File: config.mk
export PLATFORM = sky130hd
export DESIGN_NAME = ej
export DESIGN_NICKNAME = d
export VERILOG_FILES = /design/src/rtl/ej_pkg.sv /design/src/rtl/ej_fifo.sv /design/src/rtl/ej.sv
export SDC_FILE = /design/constraint.sdc
export NUM_CORES = 1
export LEC_CHECK = 0
export CAP_MARGIN = 20
export CORE_ASPECT_RATIO = 0.7
export CORE_MARGIN = 5
export CORE_UTILIZATION = 52
export CTS_CLUSTER_DIAMETER = 30
export DETAILED_ROUTE_END_ITERATION = 6
export DONT_BUFFER_PORTS = 1
export PLACE_DENSITY_LB_ADDON = 0.12
export SETUP_SLACK_MARGIN = 0.5
export SLEW_MARGIN = 20
export SYNTH_ARGS = -nofsm -noshare
export SYNTH_HDL_FRONTEND = slang
export SYNTH_SLANG_ARGS = --single-unit
File: constraint.sdc
create_clock -name clk -period 5.05 [get_ports clk]
set_input_delay 0.7575 -clock clk [delete_from_list [all_inputs] [get_ports clk]]
set_output_delay 0.7575 -clock clk [all_outputs]
set_load 0.02 [all_outputs]
File: src/rtl/ej_pkg.sv
// ej_pkg: flit field layout, type encodings, FSM states and saturating add for the ejection unit
package ej_pkg;
  localparam int PKTW = 36;
  localparam int VLD = 36;
  localparam int TYP_HI = 35;
  localparam int TYP_LO = 34;
  localparam int DST_HI = 33;
  localparam int DST_LO = 32;
  localparam int CNTW = 16;
  typedef enum logic [1:0] {T_HEAD = 2'd0, T_BODY = 2'd1, T_TAIL = 2'd2, T_SINGLE = 2'd3} typ_t;
  typedef enum logic [1:0] {IDLE = 2'd0, RECV = 2'd1, DROP = 2'd2} st_t;
  function automatic logic [CNTW-1:0] sat_add(input logic [CNTW-1:0] c, input logic [1:0] n);
    logic [CNTW:0] s;
    s = {1'b0, c} + {{(CNTW-1){1'b0}}, n};
    return s[CNTW] ? '1 : s[CNTW-1:0];
  endfunction
endpackage

File: src/rtl/ej_fifo.sv
// ej_fifo: store-and-forward flit FIFO; host sees only [rd, cm), rollback rewinds wr to cm
module ej_fifo #(
  parameter int DEPTH = 16
) (
  input  logic        clk,
  input  logic        rst,
  input  logic        we,
  input  logic        rb,
  input  logic        cmt,
  input  logic        pop,
  input  logic [33:0] wd,
  output logic [33:0] rdat,
  output logic        valid,
  output logic        full
);
  localparam int AW = $clog2(DEPTH);
  logic [AW:0] wr, cm, rd, base, wr_n;
  logic [33:0] mem [DEPTH];
  assign base = rb ? cm : wr;
  assign wr_n = base + {{AW{1'b0}}, we};
  assign valid = rd != cm;
  assign full = (wr - rd) == (AW+1)'(DEPTH);
  assign rdat = mem[rd[AW-1:0]];
  always_ff @(posedge clk or posedge rst)
    if (rst) begin
      wr <= '0;
      cm <= '0;
      rd <= '0;
    end else begin
      wr <= wr_n;
      if (cmt) cm <= wr_n;
      if (pop && valid) rd <= rd + (AW+1)'(1);
    end
  always_ff @(posedge clk)
    if (we) mem[base[AW-1:0]] <= wd;
endmodule

File: src/rtl/ej.sv
// ej: ejection unit reassembling switch flits into whole packets for the host, with drop/error stats
module ej
  import ej_pkg::*;
#(
  parameter int PORT_ID = 0,
  parameter int DEPTH = 16
) (
  input  logic            clk,
  input  logic            rst,
  input  logic [PKTW:0]   i,
  output logic            o_valid,
  output logic [31:0]     o_data,
  output logic            o_first,
  output logic            o_last,
  input  logic            o_ready,
  output logic            full,
  output logic [CNTW-1:0] pkt_cnt,
  output logic [CNTW-1:0] drop_cnt,
  output logic [CNTW-1:0] err_cnt
);
  st_t st, nst;
  typ_t t;
  logic v, hs, ends, mis, we, rb, cmt, p, d;
  logic [1:0] e;
  logic [33:0] rdat;
  assign v = i[VLD];
  assign t = typ_t'(i[TYP_HI:TYP_LO]);
  assign hs = t == T_HEAD || t == T_SINGLE;
  assign ends = t == T_TAIL || t == T_SINGLE;
  assign mis = i[DST_HI:DST_LO] != 2'(PORT_ID);
  // Overflow is judged on pre-edge occupancy and wins over every other action outside DROP
  always_comb begin
    we = 1'b0;
    rb = 1'b0;
    cmt = 1'b0;
    p = 1'b0;
    d = 1'b0;
    e = 2'd0;
    nst = st;
    if (v) begin
      if (st == DROP && !hs) nst = (t == T_TAIL) ? IDLE : DROP;
      else if (full) begin
        rb = 1'b1;
        d = 1'b1;
        e = 2'(st == DROP);
        nst = ends ? IDLE : DROP;
      end else if (st == RECV && !hs) begin
        we = 1'b1;
        cmt = ends;
        p = ends;
        nst = ends ? IDLE : RECV;
      end else if (hs) begin
        we = 1'b1;
        rb = st == RECV;
        cmt = t == T_SINGLE;
        p = t == T_SINGLE;
        e = 2'(st != IDLE) + 2'(mis);
        nst = (t == T_HEAD) ? RECV : IDLE;
      end else e = 2'd1;
    end
  end
  always_ff @(posedge clk or posedge rst)
    if (rst) begin
      st <= IDLE;
      pkt_cnt <= '0;
      drop_cnt <= '0;
      err_cnt <= '0;
    end else begin
      st <= nst;
      pkt_cnt <= sat_add(pkt_cnt, {1'b0, p});
      drop_cnt <= sat_add(drop_cnt, {1'b0, d});
      err_cnt <= sat_add(err_cnt, e);
    end
  ej_fifo #(.DEPTH(DEPTH)) u_fifo (
    .clk(clk),
    .rst(rst),
    .we(we),
    .rb(rb),
    .cmt(cmt),
    .pop(o_ready),
    .wd({hs, ends, i[31:0]}),
    .rdat(rdat),
    .valid(o_valid),
    .full(full)
  );
  assign o_first = rdat[33];
  assign o_last = rdat[32];
  assign o_data = rdat[31:0];
endmodule

=== Word level (Yosys, flattened, before mapping) ===
Memory sizes are Yosys's and may differ from the RTL's.
Index checks and enable logic that the tools add are counted.

* Register bits after elaboration: 65
* Bits in writable memories: 544
* Input port bits: 40
* Output and inout bits: 84
* Word-level logic and storage cells: 69
* Memories kept: 1

* Add/sub/neg operators: 7
* Eq/ne operators: 6
* Muxes and demuxes: 37
* Reductions and logical operators: 11

{| class="wikitable"
|+ Memory list
! name !! depth !! bits a word !! read ports !! clocked after Yosys merged registers in !! wr ports !! RTL line !! RTL
|-
| u_fifo.mem || 16 || 34 || 1 || 0 || 1 || ej_fifo.sv:18 || <nowiki>logic [33:0] mem [DEPTH];</nowiki>
|}

{| class="wikitable"
|+ Operators with widths
! cell !! number
|-
| 16-bit two-way mux || 3
|-
| 16-bit by 1-bit adder with 17-bit output || 2
|-
| 1-bit two-way mux || 22
|-
| 2-bit two-way mux || 11
|-
| 16-bit by 2-bit adder with 17-bit output || 1
|-
| 2-bit equality test, second input constant || 3
|-
| 5-bit by 1-bit adder with 5-bit output || 1
|-
| 5-bit by 1-bit adder with 5-bit output, second input constant || 1
|-
| 5-bit equality test, second input constant || 1
|-
| 5-bit two-way mux || 1
|-
| 5-bit != test || 1
|-
| 5-bit subtractor || 1
|-
| 2-bit nonzero test || 2
|-
| 4-bit nonzero test || 1
|-
| 1-bit logical AND || 3
|-
| 1-bit by 1-bit adder with 2-bit output || 1
|-
| 2-bit by 1-bit equality test with 1-bit output, second input constant || 1
|-
| 2-bit zero test || 1
|-
| 1-bit logical OR || 2
|-
| 2-bit AND reduction || 1
|-
| 1-bit zero test || 1
|}

=== Depth between registers and ports, before layout ===
Gate-level depths: netlist of run 1.

* Depth in word-level cells: 10
* Depth in mapped cells: 20
* Mapped depth without buffers: 17

=== Modules after synthesis ===
A second synthesis of run 1 with hierarchy kept.

* Cell total of the unflattened synthesis: 1,253
* Area, all modules: 24,179.4 um2

{| class="wikitable"
|+ Modules (own cells, without submodules)
! module !! instances !! cells an instance !! area each (um2) !! sequential area each (um2)
|-
| ej_fifo || 1 || 977 || 21,475.6 || 16,711.0
|-
| ej || 1 || 276 || 2,703.8 || 1,251.2
|}

=== Least setup slack after synthesis of run 1 ===
No wires, ideal clock.

* Kind: flip-flop to flip-flop
* Start: register u_fifo.rd[1]
* End: memory u_fifo.mem[12][0], enable pin
* Setup time: 425 ps
* Data arrival time: 4,180 ps
* Required time: 4,625 ps
* Path slack: 445 ps
* Stages on the path, launching flop included: 12
* Path buffers: 3
* Clock period less this slack: 4,605 ps
* Path through: dfrtp_1 > buf_1 > clkbuf_1 > inv_1 > ha_1 > nand2b_1 > a221oi_1 > nand4_2 > nand2_4 > buf_12 > mux2_2 > nor2_1

* Cells in the longest elaborated chain, start to end: 7
* Elaborated cells on any way between the ends: 11
* Those cells by class: add/sub (1); eq/ne (1); mux (9)

{| class="wikitable"
|+ Ends and longest elaborated chain
! item !! RTL line !! RTL
|-
| start: declaration || ej_fifo.sv:17 || <nowiki>logic [AW:0] wr, cm, rd, base, wr_n;</nowiki>
|-
| start signal: assignment || ej_fifo.sv:32 || <nowiki>if (pop && valid) rd <= rd + (AW+1)'(1);</nowiki>
|-
| 5-bit subtractor (*) || ej_fifo.sv:22 || <nowiki>assign full = (wr - rd) == (AW+1)'(DEPTH);</nowiki>
|-
| 5-bit equality test (*) || ej_fifo.sv:22 ||
|-
| 1-bit two-way mux || ej.sv:42 || <nowiki>else if (full) begin</nowiki>
|-
| 1-bit two-way mux || ej.sv:41 || <nowiki>if (st == DROP && !hs) nst = (t == T_TAIL) ? IDLE : DROP;</nowiki>
|-
| 1-bit two-way mux || ej.sv:40 || <nowiki>if (v) begin</nowiki>
|-
| 1-bit two-way mux || ej_fifo.sv:35 || <nowiki>if (we) mem[base[AW-1:0]] <= wd;</nowiki>
|-
| 1-bit two-way mux (implied by the code) || ej_fifo.sv:35 ||
|-
| end: declaration || ej_fifo.sv:18 ||
|}

Mark *: on every way between the ends. The rest lies on a longest branch, timed or not.

=== Worst setup path after layout of run 1 ===
* Start: register u_fifo.rd[1]
* End: output o_data[30]

* Cells in the longest elaborated chain, start to end: 1

{| class="wikitable"
|+ Ends and longest elaborated chain
! item !! RTL line !! RTL
|-
| memory read 16 x 34 bit || -- ||
|-
| end: declaration || ej.sv:12 || <nowiki>output logic [31:0] o_data,</nowiki>
|}

Every way passes these cells.

==> impl_metrics.env, run 1 <==
export IMPL_antenna_found_initial=0
export IMPL_die_h_um=190
export IMPL_grt_pass1_wl_mm=78.1
export IMPL_synth_ff_type="sky130_fd_sc_hd__edfxtp_1"
export IMPL_grtUsageTotal_pct=20.8
export IMPL_place_gp_congestion=0.784
export IMPL_cts_repair_timing_setup_buffer_count=0
export IMPL_timing_final_max_slew_violations=0
export IMPL_cells_along_the_critical_path="buf_4, buf_6, mux4_2, mux4_2"
export IMPL_cts_inserted_buffers=96
export IMPL_avgRoutedWirePerCell_um=26.6
export IMPL_timing_final_crit_share_pct=85.7
export IMPL_tightest_slew_ns=1.02
export IMPL_synth_top_cell_area_share_pct=67.8
export IMPL_ioPinCount=124
export IMPL_setup_worst_path_start_class="register"
export IMPL_overflow=0
export IMPL_starting_density_of_the_core_pct=52.2
export IMPL_cp_data_required_time_ns=4.29
export IMPL_final_worst_path_period_need_ns=4.33
export IMPL_setup_worst_path_class="reg -> out"
export IMPL_drv_max_cap_violation_count=0
export IMPL_max_slew_margin_rel_pct=31.4
export IMPL_fp_dieArea_um2=50800
export IMPL_synth_fp_nets=1220
export IMPL_drc=0
export IMPL_worst_path_max_fanout=77
export IMPL_status="completed"
export IMPL_critical_path_slowest_cell="sky130_fd_sc_hd__buf_6"
export IMPL_drt_wl_total_mm=51.4
export IMPL_final_design_area_no_fill_um2=28600
export IMPL_critical_path_endpoint_type="output port"
export IMPL_worst_ep_arrival_time_ns=3.57
export IMPL_grt_pass1_vias=12000
export IMPL_postPlaceCellArea_um2=25100
export IMPL_cp_top_family="buffers and inverters"
export IMPL_antenna_cells_inserted=0
export IMPL_io_buffer_count=0
export IMPL_fin_setup_tns_ns=0
export IMPL_floorplan_die_width_um=267
export IMPL_clk_insertion_delay_late_ns=0.63
export IMPL_leakagePower_nw=9.66
export IMPL_root_buffer="sky130_fd_sc_hd__clkbuf_16"
export IMPL_clock_sinks=609
export IMPL_buffers_and_inverters_on_the_worst_path=2
export IMPL_synth_seq_area_share_pct=74.6
export IMPL_h_tree_levels=3
export IMPL_iteration_0_drc_markers=881
export IMPL_clk_pin_slew_ns=0.06
export IMPL_route_detailed_vias_per_inst=5.97
export IMPL_post_synth_cell_area_avg_um2=20.8
export IMPL_fillCellCount=3169
export IMPL_power_density_nw_per_um2=605
export IMPL_final_layout_size_suffix_gt1_share_pct=30.8
export IMPL_rsz_0062_raised_after_global_routing="yes"
export IMPL_synthesis_area_um2=24100
export IMPL_synth_enable_flop_cells=544
export IMPL_most_used_cells_in_the_layout_excluding_fill_and_tap_cells="sky130_fd_sc_hd__edfxtp_1, sky130_fd_sc_hd__mux4_2, sky130_fd_sc_hd__clkbuf_16"
export IMPL_setup_viol_count_final=0
export IMPL_netlist_top_cell_by_area="sky130_fd_sc_hd__edfxtp_1"
export IMPL_tritoncts="built"
export IMPL_skew_ns=0.0182
export IMPL_grt_max_degree=78
export IMPL_cts_buffer_depth=3
export IMPL_rows=66
export IMPL_drtAntennaViolNets=0
export IMPL_hold_violations=0
export IMPL_layout_nets=1298
export IMPL_maxClockFrequency_mhz=231
export IMPL_synth_cells=1161
export IMPL_ys_async_sr_fraction_pct=10.7
export IMPL_most_common_library_cell_in_the_layout_ignoring_fill_and_taps="sky130_fd_sc_hd__edfxtp_1"
export IMPL_detailed_place_hpwl_mm=26.8
export IMPL_layout_area_overhead_vs_synth_pct=18.6
export IMPL_path_common_cell="sky130_fd_sc_hd__mux4_2"
export IMPL_irDropWorstVdd_v=0.000409
export IMPL_first_pass_iteration_count_of_the_detailed_router=7
export IMPL_via_count=11600
export IMPL_ys_seq_elements=609
export IMPL_yosysUniqueCellTypes=54
export IMPL_worst_path_max_stage_delay_ns=0.74
export IMPL_yosysWarnings=0
export IMPL_core_region_area_um2=46200
export IMPL_hold_path_class="in -> reg"
export IMPL_synthTopCellsByArea="sky130_fd_sc_hd__edfxtp_1, sky130_fd_sc_hd__mux4_2, sky130_fd_sc_hd__dfrtp_1"
==> registers in the layout (all words and copies together), names as in the netlist <==
name        count
st              2
drop_cnt       16
err_cnt        16
u_fifo.wr       5
pkt_cnt        16
u_fifo.cm       5
u_fifo.mem    544
u_fifo.rd       5
==> layer usage <==
| metal | vias to the layer above | part of all wire, % | routed length, um | track usage (%) |
|---|---|---|---|---|
| met2 | 307 | 48 | 24400 | 32.3 |
| met4 | 0 | 1.9 | 962 | 5.43 |
| li1 | 4978 | - | - | - |
| met3 | 86 | 5.7 | 2940 | 4.87 |
| met1 | 6185 | 45 | 23000 | 30.6 |
| met5 | - | 0 | 0 | 0 |
==> worst register-to-register path, cell delays in order (launching register included) <==
cell and delay [ns]:
sky130_fd_sc_hd__dfrtp_1 0.46, sky130_fd_sc_hd__inv_2 0.06, sky130_fd_sc_hd__ha_1 0.33, sky130_fd_sc_hd__nand2_1 0.07
sky130_fd_sc_hd__a221oi_1 0.37, sky130_fd_sc_hd__nand3_1 0.12, sky130_fd_sc_hd__buf_4 0.19, sky130_fd_sc_hd__or3b_1 0.35
sky130_fd_sc_hd__a21oi_1 0.13, sky130_fd_sc_hd__o21a_1 0.14, sky130_fd_sc_hd__ha_1 0.16, sky130_fd_sc_hd__inv_1 0.06
sky130_fd_sc_hd__fa_1 0.40, sky130_fd_sc_hd__and3b_1 0.27, sky130_fd_sc_hd__nand3_1 0.20, sky130_fd_sc_hd__nor2_1 0.23
sky130_fd_sc_hd__and3_1 0.26, sky130_fd_sc_hd__nand3_4 0.17, sky130_fd_sc_hd__o21ai_0 0.16
==> layout make-up <==
type | instances | area [um^2] | area share, %
inverters | 23 | 86.3 | 0.302
multi-input cells | 480 | 5940 | 20.8
clock inverters | 80 | 1030 | 3.59
well taps | 612 | 766 | 2.68
repair buffers | 29 | 339 | 1.19
clock buffers | 102 | 2450 | 8.56
flip-flops and latches | 609 | 18000 | 62.9
==> repair_timing <==
action / 4_1_cts / 5_1_grt
hold buffers: 1 / 0
endpoints found under the setup margin: 24 / 27
endpoints found under the hold margin: 16 / 0
resized for setup: 2 / 5
pin swaps: 0 / 0
==> logic make-up after synthesis <==
kind of cell / Yosys count / share of synthesized area [%]
adder cells (fa/ha/maj): 19 / 1.02
multiplexers: 182 / 16.4
XOR/XNOR: 43 / 1.56
AO/OA/AOI/OAI: 53 / 1.32
AND/OR/NAND/NOR: 183 / 3.78
buffers and inverters: 72 / 1.32
flip-flops: 609 / 74.6
==> final timing paths <==
kind | from | endpoint | slack, ns | depth (start not counted)
max | u_fifo.rd[1] | o_data[30] | 0.72 | 4
min | i[16] | u_fifo.mem[4][16] | 0.22 | 0
max reg2reg | u_fifo.rd[3] | err_cnt[5] | 0.83 | 18
min reg2reg | u_fifo.rd[4] | u_fifo.rd[4] | 0.57 | 1
max in group asynchronous | rst | u_fifo.rd[1] | 3.46 | 3
min in group asynchronous | rst | drop_cnt[5] | 0.56 | 2
==> cell usage after synthesis (2+ instances only) <==
library cell                 n
sky130_fd_sc_hd__a21oi_1    15
sky130_fd_sc_hd__a31oi_1     8
sky130_fd_sc_hd__and2_1      2
sky130_fd_sc_hd__and3_1      9
sky130_fd_sc_hd__and4_1      3
sky130_fd_sc_hd__buf_1      10
sky130_fd_sc_hd__buf_2      13
sky130_fd_sc_hd__buf_4       2
sky130_fd_sc_hd__clkbuf_1   22
sky130_fd_sc_hd__dfrtp_1    65
sky130_fd_sc_hd__edfxtp_1  544
sky130_fd_sc_hd__ha_1       18
sky130_fd_sc_hd__inv_1      21
sky130_fd_sc_hd__inv_2       2
sky130_fd_sc_hd__mux2_2      7
sky130_fd_sc_hd__mux2i_1     4
sky130_fd_sc_hd__mux4_2    170
sky130_fd_sc_hd__nand2_1    53
sky130_fd_sc_hd__nand2b_1    9
sky130_fd_sc_hd__nand3_1    27
sky130_fd_sc_hd__nand4_1    11
sky130_fd_sc_hd__nor2_1     40
sky130_fd_sc_hd__nor2b_1     6
sky130_fd_sc_hd__nor3_1      7
sky130_fd_sc_hd__nor4_1      3
sky130_fd_sc_hd__nor4b_1     2
sky130_fd_sc_hd__o21a_1      3
sky130_fd_sc_hd__o21ai_0    13
sky130_fd_sc_hd__o21ai_1     4
sky130_fd_sc_hd__o31ai_1     2
sky130_fd_sc_hd__or2_2       2
sky130_fd_sc_hd__xnor2_1    20
sky130_fd_sc_hd__xor2_1     23
==> metrics by stage <==
| stage | hold WS (ns) | instances | util (%) | power (mW) | setup WS [ns] |
|---|---|---|---|---|---|
| after floorplan | 0.502 | 1161 | - | 9.44 | 0.489 |
| after global placement | 0.544 | 1752 | 54.3 | 10.5 | 0.557 |
| after detailed placement | 0.554 | 1752 | 54.3 | 10.5 | 0.390 |
| after CTS | 0.173 | 1935 | 61.9 | 17.5 | 0.500 |
| after global routing | 0.179 | 1935 | 61.9 | 18.0 | 0.475 |
| final | 0.218 | 1935 | 61.9 | 17.3 | 0.722 |
==> where the power goes <==
part / switching, mW / internal (mW) / leakage, nW
registers: 0.295 / 5.95 / 5.75
logic: 2.31 / 1.81 / 2.23
clock network: 2.49 / 4.43 / 1.68
total: 5.09 / 12.2 / 9.66
No activity file was read; power rests on OpenSTA's default activity.
==> run 2, diff against run 1 <==
--- a/config.mk
+++ b/config.mk
@@ -8,10 +8,11 @@
 export CAP_MARGIN = 20
 export CORE_ASPECT_RATIO = 0.7
 export CORE_MARGIN = 5
-export CORE_UTILIZATION = 52
+export CORE_UTILIZATION = 63
 export CTS_CLUSTER_DIAMETER = 30
 export DETAILED_ROUTE_END_ITERATION = 6
 export DONT_BUFFER_PORTS = 1
+export GPL_ROUTABILITY_DRIVEN = 0
 export PLACE_DENSITY_LB_ADDON = 0.12
 export SETUP_SLACK_MARGIN = 0.5
 export SLEW_MARGIN = 20
==> run 2 against run 1 <==
Sequential power about the same; via count increased by 0.66%; clock skew decreased by 0.0040 ns; die area decreased by 17%; wire length decreased by 2.1%; non-clock buffer count decreased by 4; clock-buffer cell count decreased by 8; highest routed layer unchanged; critical endpoint is now err_cnt[5]; sequential share of layout area increased by 1.6 points.
==> impl_metrics.env, run 2 (same netlist as run 1, synthesis figures left out) <==
export IMPL_cts_buffer_depth=3
export IMPL_grtUsageTotal_pct=24.1
export IMPL_timing_final_max_slew_violations=0
export IMPL_h_tree_levels=3
export IMPL_timing_final_crit_share_pct=83.3
export IMPL_final_worst_path_period_need_ns=4.20
export IMPL_tritoncts="built"
export IMPL_drv_max_cap_violation_count=0
export IMPL_grt_pass1_wl_mm=76.2
export IMPL_worst_r2r_setup_slack_ns=0.85
export IMPL_skew_ns=0.0142
export IMPL_leakagePower_nw=9.40
export IMPL_drc=0
export IMPL_power_density_nw_per_um2=587
export IMPL_clock_sinks=609
export IMPL_detailed_place_hpwl_mm=25.3
export IMPL_first_pass_iteration_count_of_the_detailed_router=5
export IMPL_setup_worst_path_end="err_cnt[5]"
export IMPL_antenna_found_initial=0
export IMPL_irDropWorstVdd_v=0.000401
export IMPL_cts_inserted_buffers=87
export IMPL_fillCellCount=2046
export IMPL_hold_path_class="in -> async"
export IMPL_clk_pin_slew_ns=0.05
export IMPL_most_used_cells_in_the_layout_excluding_fill_and_tap_cells="sky130_fd_sc_hd__edfxtp_1, sky130_fd_sc_hd__mux4_2, sky130_fd_sc_hd__clkbuf_16"
export IMPL_io_buffer_count=0
export IMPL_drt_wl_total_mm=50.3
export IMPL_critical_path_reg2reg_startpoint="u_fifo.wr[3]"
export IMPL_largest_reg_flops=544
export IMPL_layout_nets=1285
export IMPL_fp_dieArea_um2=42300
export IMPL_final_design_area_no_fill_um2=27900
export IMPL_crit_start="u_fifo.wr[3]"
export IMPL_floorplan_die_width_um=244
export IMPL_postCtsResizedCells=1
export IMPL_timing_hold_ws_ns=0.104
export IMPL_most_common_library_cell_in_the_layout_ignoring_fill_and_taps="sky130_fd_sc_hd__edfxtp_1"
export IMPL_fin_setup_tns_ns=0
export IMPL_critical_path_endpoint_type="register"
export IMPL_grt_pass1_vias=11900
export IMPL_rsz_0062_raised_after_global_routing="yes"
export IMPL_postPlaceCellArea_um2=24900
export IMPL_hold_violations=0
export IMPL_setup_worst_path_class="reg -> reg"
export IMPL_max_slew_margin_rel_pct=35.8
export IMPL_iteration_0_drc_markers=1059
export IMPL_via_count=11600
export IMPL_starting_density_of_the_core_pct=64.4
export IMPL_tightest_slew_ns=0.958
export IMPL_clk_insertion_delay_late_ns=0.61
export IMPL_cts_repair_timing_setup_buffer_count=0
export IMPL_maxClockFrequency_mhz=238
export IMPL_critical_path_reg2reg_endpoint="err_cnt[5]"
export IMPL_overflow=0
export IMPL_r2r_worst_path_cells=16
export IMPL_status="completed"
export IMPL_avgRoutedWirePerCell_um=28.1
export IMPL_worst_ep_arrival_time_ns=4.71
export IMPL_ioPinCount=124
export IMPL_rows=59
export IMPL_root_buffer="sky130_fd_sc_hd__clkbuf_16"
export IMPL_cts_hold_repair_buffers=0
export IMPL_drtAntennaViolNets=0
export IMPL_die_h_um=174
export IMPL_grt_max_degree=140
export IMPL_setup_worst_path_start_class="register"
export IMPL_layout_area_overhead_vs_synth_pct=15.7
export IMPL_antenna_cells_inserted=0
export IMPL_route_detailed_vias_per_inst=6.51
export IMPL_worst_path_max_fanout=13
export IMPL_setup_viol_count_final=0
export IMPL_core_region_area_um2=37400
export IMPL_cp_data_required_time_ns=5.56
export IMPL_final_layout_size_suffix_gt1_share_pct=29.8
## run 2: cell types whose count changed in the layout (fill, tap and decap cells not counted), moves of 3 or more
cell                        change
sky130_fd_sc_hd__clkbuf_16      -6
sky130_fd_sc_hd__buf_12         -4
sky130_fd_sc_hd__buf_4          +3
sky130_fd_sc_hd__inv_8          +3
sky130_fd_sc_hd__bufinv_16      -9
sky130_fd_sc_hd__clkinv_4       -4
sky130_fd_sc_hd__clkinv_2       +6
sky130_fd_sc_hd__inv_6          -8
## run 2: power by group
part | internal [mW] | switching (mW)
Combinational | 1.80 | 2.26
Clock | 3.72 | 2.31
Sequential | 5.95 | 0.311
Total | 11.5 | 4.89
## run 2: per-layer routing
| metal | track usage (%) | wire (um) | up-vias |
|---|---|---|---|
| met1 | 35.1 | 20700 | 6167 |
| met5 | 0 | 0 | - |
| met3 | 5.56 | 3550 | 70 |
| met2 | 38.4 | 25200 | 475 |
| li1 | - | - | 4920 |
| met4 | 5.85 | 857 | 0 |
## run 2: worst min-delay path by stage
stage	to
after floorplan	u_fifo.rd[4]
after global placement	u_fifo.rd[4]
after detailed placement	u_fifo.rd[4]
after CTS	pkt_cnt[7]
after global routing	pkt_cnt[7]
final	pkt_cnt[7]
## run 2: final cells by class
cell class	count	area, um^2	area share (%)
Sequential cell	609	18000	64.5
Multi-Input combinational cell	480	5950	21.3
Clock buffer	94	2290	8.21
Clock inverter	69	698	2.51
Tap cell	488	611	2.19
Timing Repair Buffer	25	262	0.938
Inverter	23	86.3	0.310
## run 2: worst max-delay path, cell delays in order (launching register included)
cell	delay [ns]
sky130_fd_sc_hd__dfrtp_1	0.46
sky130_fd_sc_hd__ha_1	0.36
sky130_fd_sc_hd__nand2_1	0.08
sky130_fd_sc_hd__a221oi_2	0.32
sky130_fd_sc_hd__nand3_2	0.23
sky130_fd_sc_hd__or3b_1	0.41
sky130_fd_sc_hd__a21oi_1	0.14
sky130_fd_sc_hd__o21a_1	0.15
sky130_fd_sc_hd__ha_1	0.16
sky130_fd_sc_hd__inv_1	0.06
sky130_fd_sc_hd__fa_1	0.39
sky130_fd_sc_hd__and3b_1	0.27
sky130_fd_sc_hd__nand3_1	0.20
sky130_fd_sc_hd__nor2_1	0.24
sky130_fd_sc_hd__and3_1	0.25
sky130_fd_sc_hd__nand3_2	0.25
sky130_fd_sc_hd__o21ai_0	0.15
## run 2: per-stage QoR
stage / worst slack [ns] / util (%) / power (mW) / std cells
after global routing: 0.503 / 74.4 / 17.0 / 1788
after global placement: 0.662 / 66.4 / 10.4 / 1625
after CTS: 0.517 / 74.4 / 16.5 / 1788
final: 0.845 / 74.4 / 16.4 / 1788
after floorplan: 0.489 / - / 9.44 / 1161
after detailed placement: 0.464 / 66.4 / 10.4 / 1625
==> run 3, diff against run 2 <==
--- a/config.mk
+++ b/config.mk
@@ -5,10 +5,11 @@
 export SDC_FILE = /design/constraint.sdc
 export NUM_CORES = 1
 export LEC_CHECK = 0
+export ABC_AREA = 1
 export CAP_MARGIN = 20
 export CORE_ASPECT_RATIO = 0.7
 export CORE_MARGIN = 5
-export CORE_UTILIZATION = 63
+export CORE_UTILIZATION = 57
 export CTS_CLUSTER_DIAMETER = 30
 export DETAILED_ROUTE_END_ITERATION = 6
 export DONT_BUFFER_PORTS = 1
==> constraint.sdc (replaced) <==
create_clock -name clk -period 3.8 [get_ports clk]
set_input_delay 0.57 -clock clk [delete_from_list [all_inputs] [get_ports clk]]
set_output_delay 0.57 -clock clk [all_outputs]
set_load 0.02 [all_outputs]
==> run 3 against run 2 <==
The flow now finishes with violations (negative hold slack); flip-flop and latch count is the same; wire length grew 21%; cell count grew 47%; via count grew 37%; clock-buffer cell count grew 9; utilization shrank 5.6 points; power grew 53%; register-to-register slack lost 0.28 ns; critical endpoint is now o_data[11]; largest cell class unchanged.
==> impl_metrics.env, run 3 <==
export IMPL_drv_max_cap_violation_count=0
export IMPL_cts_buffer_depth=3
export IMPL_yosysWarnings=0
export IMPL_io_buffer_count=0
export IMPL_synth_ff_type="sky130_fd_sc_hd__edfxtp_1"
export IMPL_synthTopCellsByArea="sky130_fd_sc_hd__edfxtp_1, sky130_fd_sc_hd__dfrtp_1, sky130_fd_sc_hd__o21ai_0"
export IMPL_ys_async_sr_fraction_pct=10.7
export IMPL_fin_setup_tns_ns=0
export IMPL_timing_hold_ws_ns=-0.0448
export IMPL_hold_path_class="in -> async"
export IMPL_layout_area_overhead_vs_synth_pct=19.0
export IMPL_layout_nets=2045
export IMPL_most_used_cells_in_the_layout_excluding_fill_and_tap_cells="sky130_fd_sc_hd__edfxtp_1, sky130_fd_sc_hd__nor2_1, sky130_fd_sc_hd__o21ai_0"
export IMPL_largest_reg_flops=544
export IMPL_tritoncts="built"
export IMPL_timing_final_crit_share_pct=85.8
export IMPL_setup_worst_path_start_class="register"
export IMPL_overflow=0
export IMPL_ys_seq_elements=609
export IMPL_antenna_cells_inserted=0
export IMPL_die_h_um=184
export IMPL_synthesis_area_um2=24600
export IMPL_most_common_library_cell_in_the_layout_ignoring_fill_and_taps="sky130_fd_sc_hd__edfxtp_1"
export IMPL_core_region_area_um2=42600
export IMPL_grtUsageTotal_pct=24.8
export IMPL_status="finished with violations"
export IMPL_synth_cells=1935
export IMPL_synthTopCellsByCount="sky130_fd_sc_hd__edfxtp_1, sky130_fd_sc_hd__nor2_1, sky130_fd_sc_hd__o21ai_0"
export IMPL_fp_dieArea_um2=47500
export IMPL_power_density_nw_per_um2=851
export IMPL_finalPower_mw=25.0
export IMPL_worst_ep_arrival_time_ns=2.69
export IMPL_post_synth_cell_area_avg_um2=12.7
export IMPL_floorplan_die_width_um=258
export IMPL_avgRoutedWirePerCell_um=23.2
export IMPL_h_tree_levels=3
export IMPL_rsz_0062_raised_after_global_routing="yes"
export IMPL_grt_pass1_vias=15400
export IMPL_grt_pass1_wl_mm=91.2
export IMPL_grt_max_degree=175
export IMPL_max_slew_margin_rel_pct=46.0
export IMPL_synth_seq_area_share_pct=72.9
export IMPL_post_synth_top_count_cell="sky130_fd_sc_hd__edfxtp_1"
export IMPL_drtAntennaViolNets=0
export IMPL_maxClockFrequency_mhz=307
export IMPL_cp_data_required_time_ns=3.23
export IMPL_drt_wl_total_mm=60.9
export IMPL_critical_path_reg2reg_startpoint="u_fifo.rd[3]"
export IMPL_irDropWorstVdd_v=0.000676
export IMPL_cts_hold_repair_buffers=0
export IMPL_critical_path_reg2reg_endpoint="err_cnt[14]"
export IMPL_setup_viol_count_final=0
export IMPL_netlist_top_cell_by_area="sky130_fd_sc_hd__edfxtp_1"
export IMPL_ioPinCount=124
export IMPL_placement_setup_slack_ns=0.305
export IMPL_fillCellCount=2902
export IMPL_r2r_worst_path_cells=19
export IMPL_synth_enable_flop_cells=544
export IMPL_clk_pin_slew_ns=0.06
export IMPL_skew_ns=0.0259
export IMPL_final_worst_path_period_need_ns=3.26
export IMPL_timing_final_max_slew_violations=0
export IMPL_crit_start="u_fifo.rd[0]"
export IMPL_route_detailed_vias_per_inst=6.06
export IMPL_rows=63
export IMPL_post_layout_worst_setup_margin_ns=0.541
export IMPL_synth_fp_nets=1994
export IMPL_detailed_place_hpwl_mm=31.1
export IMPL_tightest_slew_ns=0.809
export IMPL_via_count=15900
export IMPL_synth_top_cell_area_share_pct=66.3
export IMPL_first_pass_iteration_count_of_the_detailed_router=7
export IMPL_clk_insertion_delay_late_ns=0.63
export IMPL_leakagePower_nw=10.3
export IMPL_iteration_0_drc_markers=1612
export IMPL_setup_worst_path_class="reg -> out"
export IMPL_worst_path_max_fanout=92
export IMPL_antenna_found_initial=0
export IMPL_failed_checks="negative hold slack"
export IMPL_starting_density_of_the_core_pct=57.9
export IMPL_cts_inserted_buffers=97
export IMPL_yosysUniqueCellTypes=46
export IMPL_final_layout_size_suffix_gt1_share_pct=16.5
export IMPL_root_buffer="sky130_fd_sc_hd__clkbuf_16"
export IMPL_critical_path_endpoint_type="output port"
export IMPL_worst_r2r_setup_slack_ns=0.57
export IMPL_drc=0
export IMPL_hold_violations=45
export IMPL_clock_sinks=609
-- run 3: logic make-up (layout without fill, tap and decap cells) --
family | count (synthesis) | count (layout) | synth area share (%)
and+or+nand+nor | 632 | 632 | 11.3
DFF | 609 | 609 | 72.9
AOI/OAI and AO/OA | 462 | 462 | 10.9
buffers and inverters | 191 | 327 | 3.05
xor gates and xnor gates | 22 | 22 | 0.813
adders and majority gates | 19 | 19 | 0.995
-- run 3: through the flow --
step | hold WS, ns | utilization [%] | area, um^2 | std cells
global route | 0.00765 | 68.9 | 29300 | 2623
floorplan | 0.493 | - | 24700 | 1935
detailed placement | 0.521 | 60.0 | 25500 | 2428
CTS | 0.00228 | 68.2 | 29000 | 2612
global placement | 0.519 | 60.0 | 25500 | 2428
finish | -0.0448 | 68.9 | 29300 | 2623
-- run 3: power breakdown --
part | switching [mW] | internal [mW] | total [mW]
clock network | 3.28 | 5.77 | 9.05
logic | 5.33 | 2.08 | 7.41
registers | 0.396 | 8.10 | 8.49
total | 9.01 | 15.9 | 25.0
-- run 3: metal layers --
| layer | GRT usage, % | vias to the layer above | wire [um] |
|---|---|---|---|
| met2 | 38.8 | 650 | 28000 |
| met1 | 36.2 | 7919 | 27000 |
| li1 | - | 7247 | - |
| met4 | 6.58 | 0 | 998 |
| met5 | 0 | - | 0 |
| met3 | 5.19 | 88 | 4960 |
-- run 3: cell type report --
class	count	area, um^2	area share, %
Tap cell	552	691	2.36
Inverter	82	344	1.17
Multi-Input combinational cell	1135	6180	21.1
Timing Repair Buffer	61	704	2.40
Sequential cell	609	18000	61.3
Clock inverter	81	913	3.12
Clock buffer	103	2510	8.57
-- run 3: worst max-delay path, cell delays in order, from the launching register on --
cell and delay [ns]:
sky130_fd_sc_hd__dfrtp_4 0.51, sky130_fd_sc_hd__buf_12 0.15, sky130_fd_sc_hd__clkinv_16 0.15, sky130_fd_sc_hd__buf_4 0.33, sky130_fd_sc_hd__o21ai_0 0.13, sky130_fd_sc_hd__o221ai_1 0.25
sky130_fd_sc_hd__o211ai_1 0.18, sky130_fd_sc_hd__nand3_1 0.26
-- run 3: worst max path at each step --
stage          cells after the start                 to  slack, ns
2_1_floorplan                      9  u_fifo.mem[11][0]       0.49
3_3_place_gp                      17        err_cnt[10]       0.38
3_5_place_dp                      17        err_cnt[10]       0.30
4_1_cts                           18        err_cnt[12]       0.43
5_1_grt                           20        err_cnt[14]       0.40
6_report                           7         o_data[11]       0.54
-- run 3: timing repair --
| action | CTS | global route |
|---|---|---|
| pin swaps | 0 | 11 |
| gates resized for setup | 18 | 38 |
| gates cloned | 0 | 3 |
| buffers inserted | 0 | 8 |
| endpoints found under the setup margin | 45 | 57 |
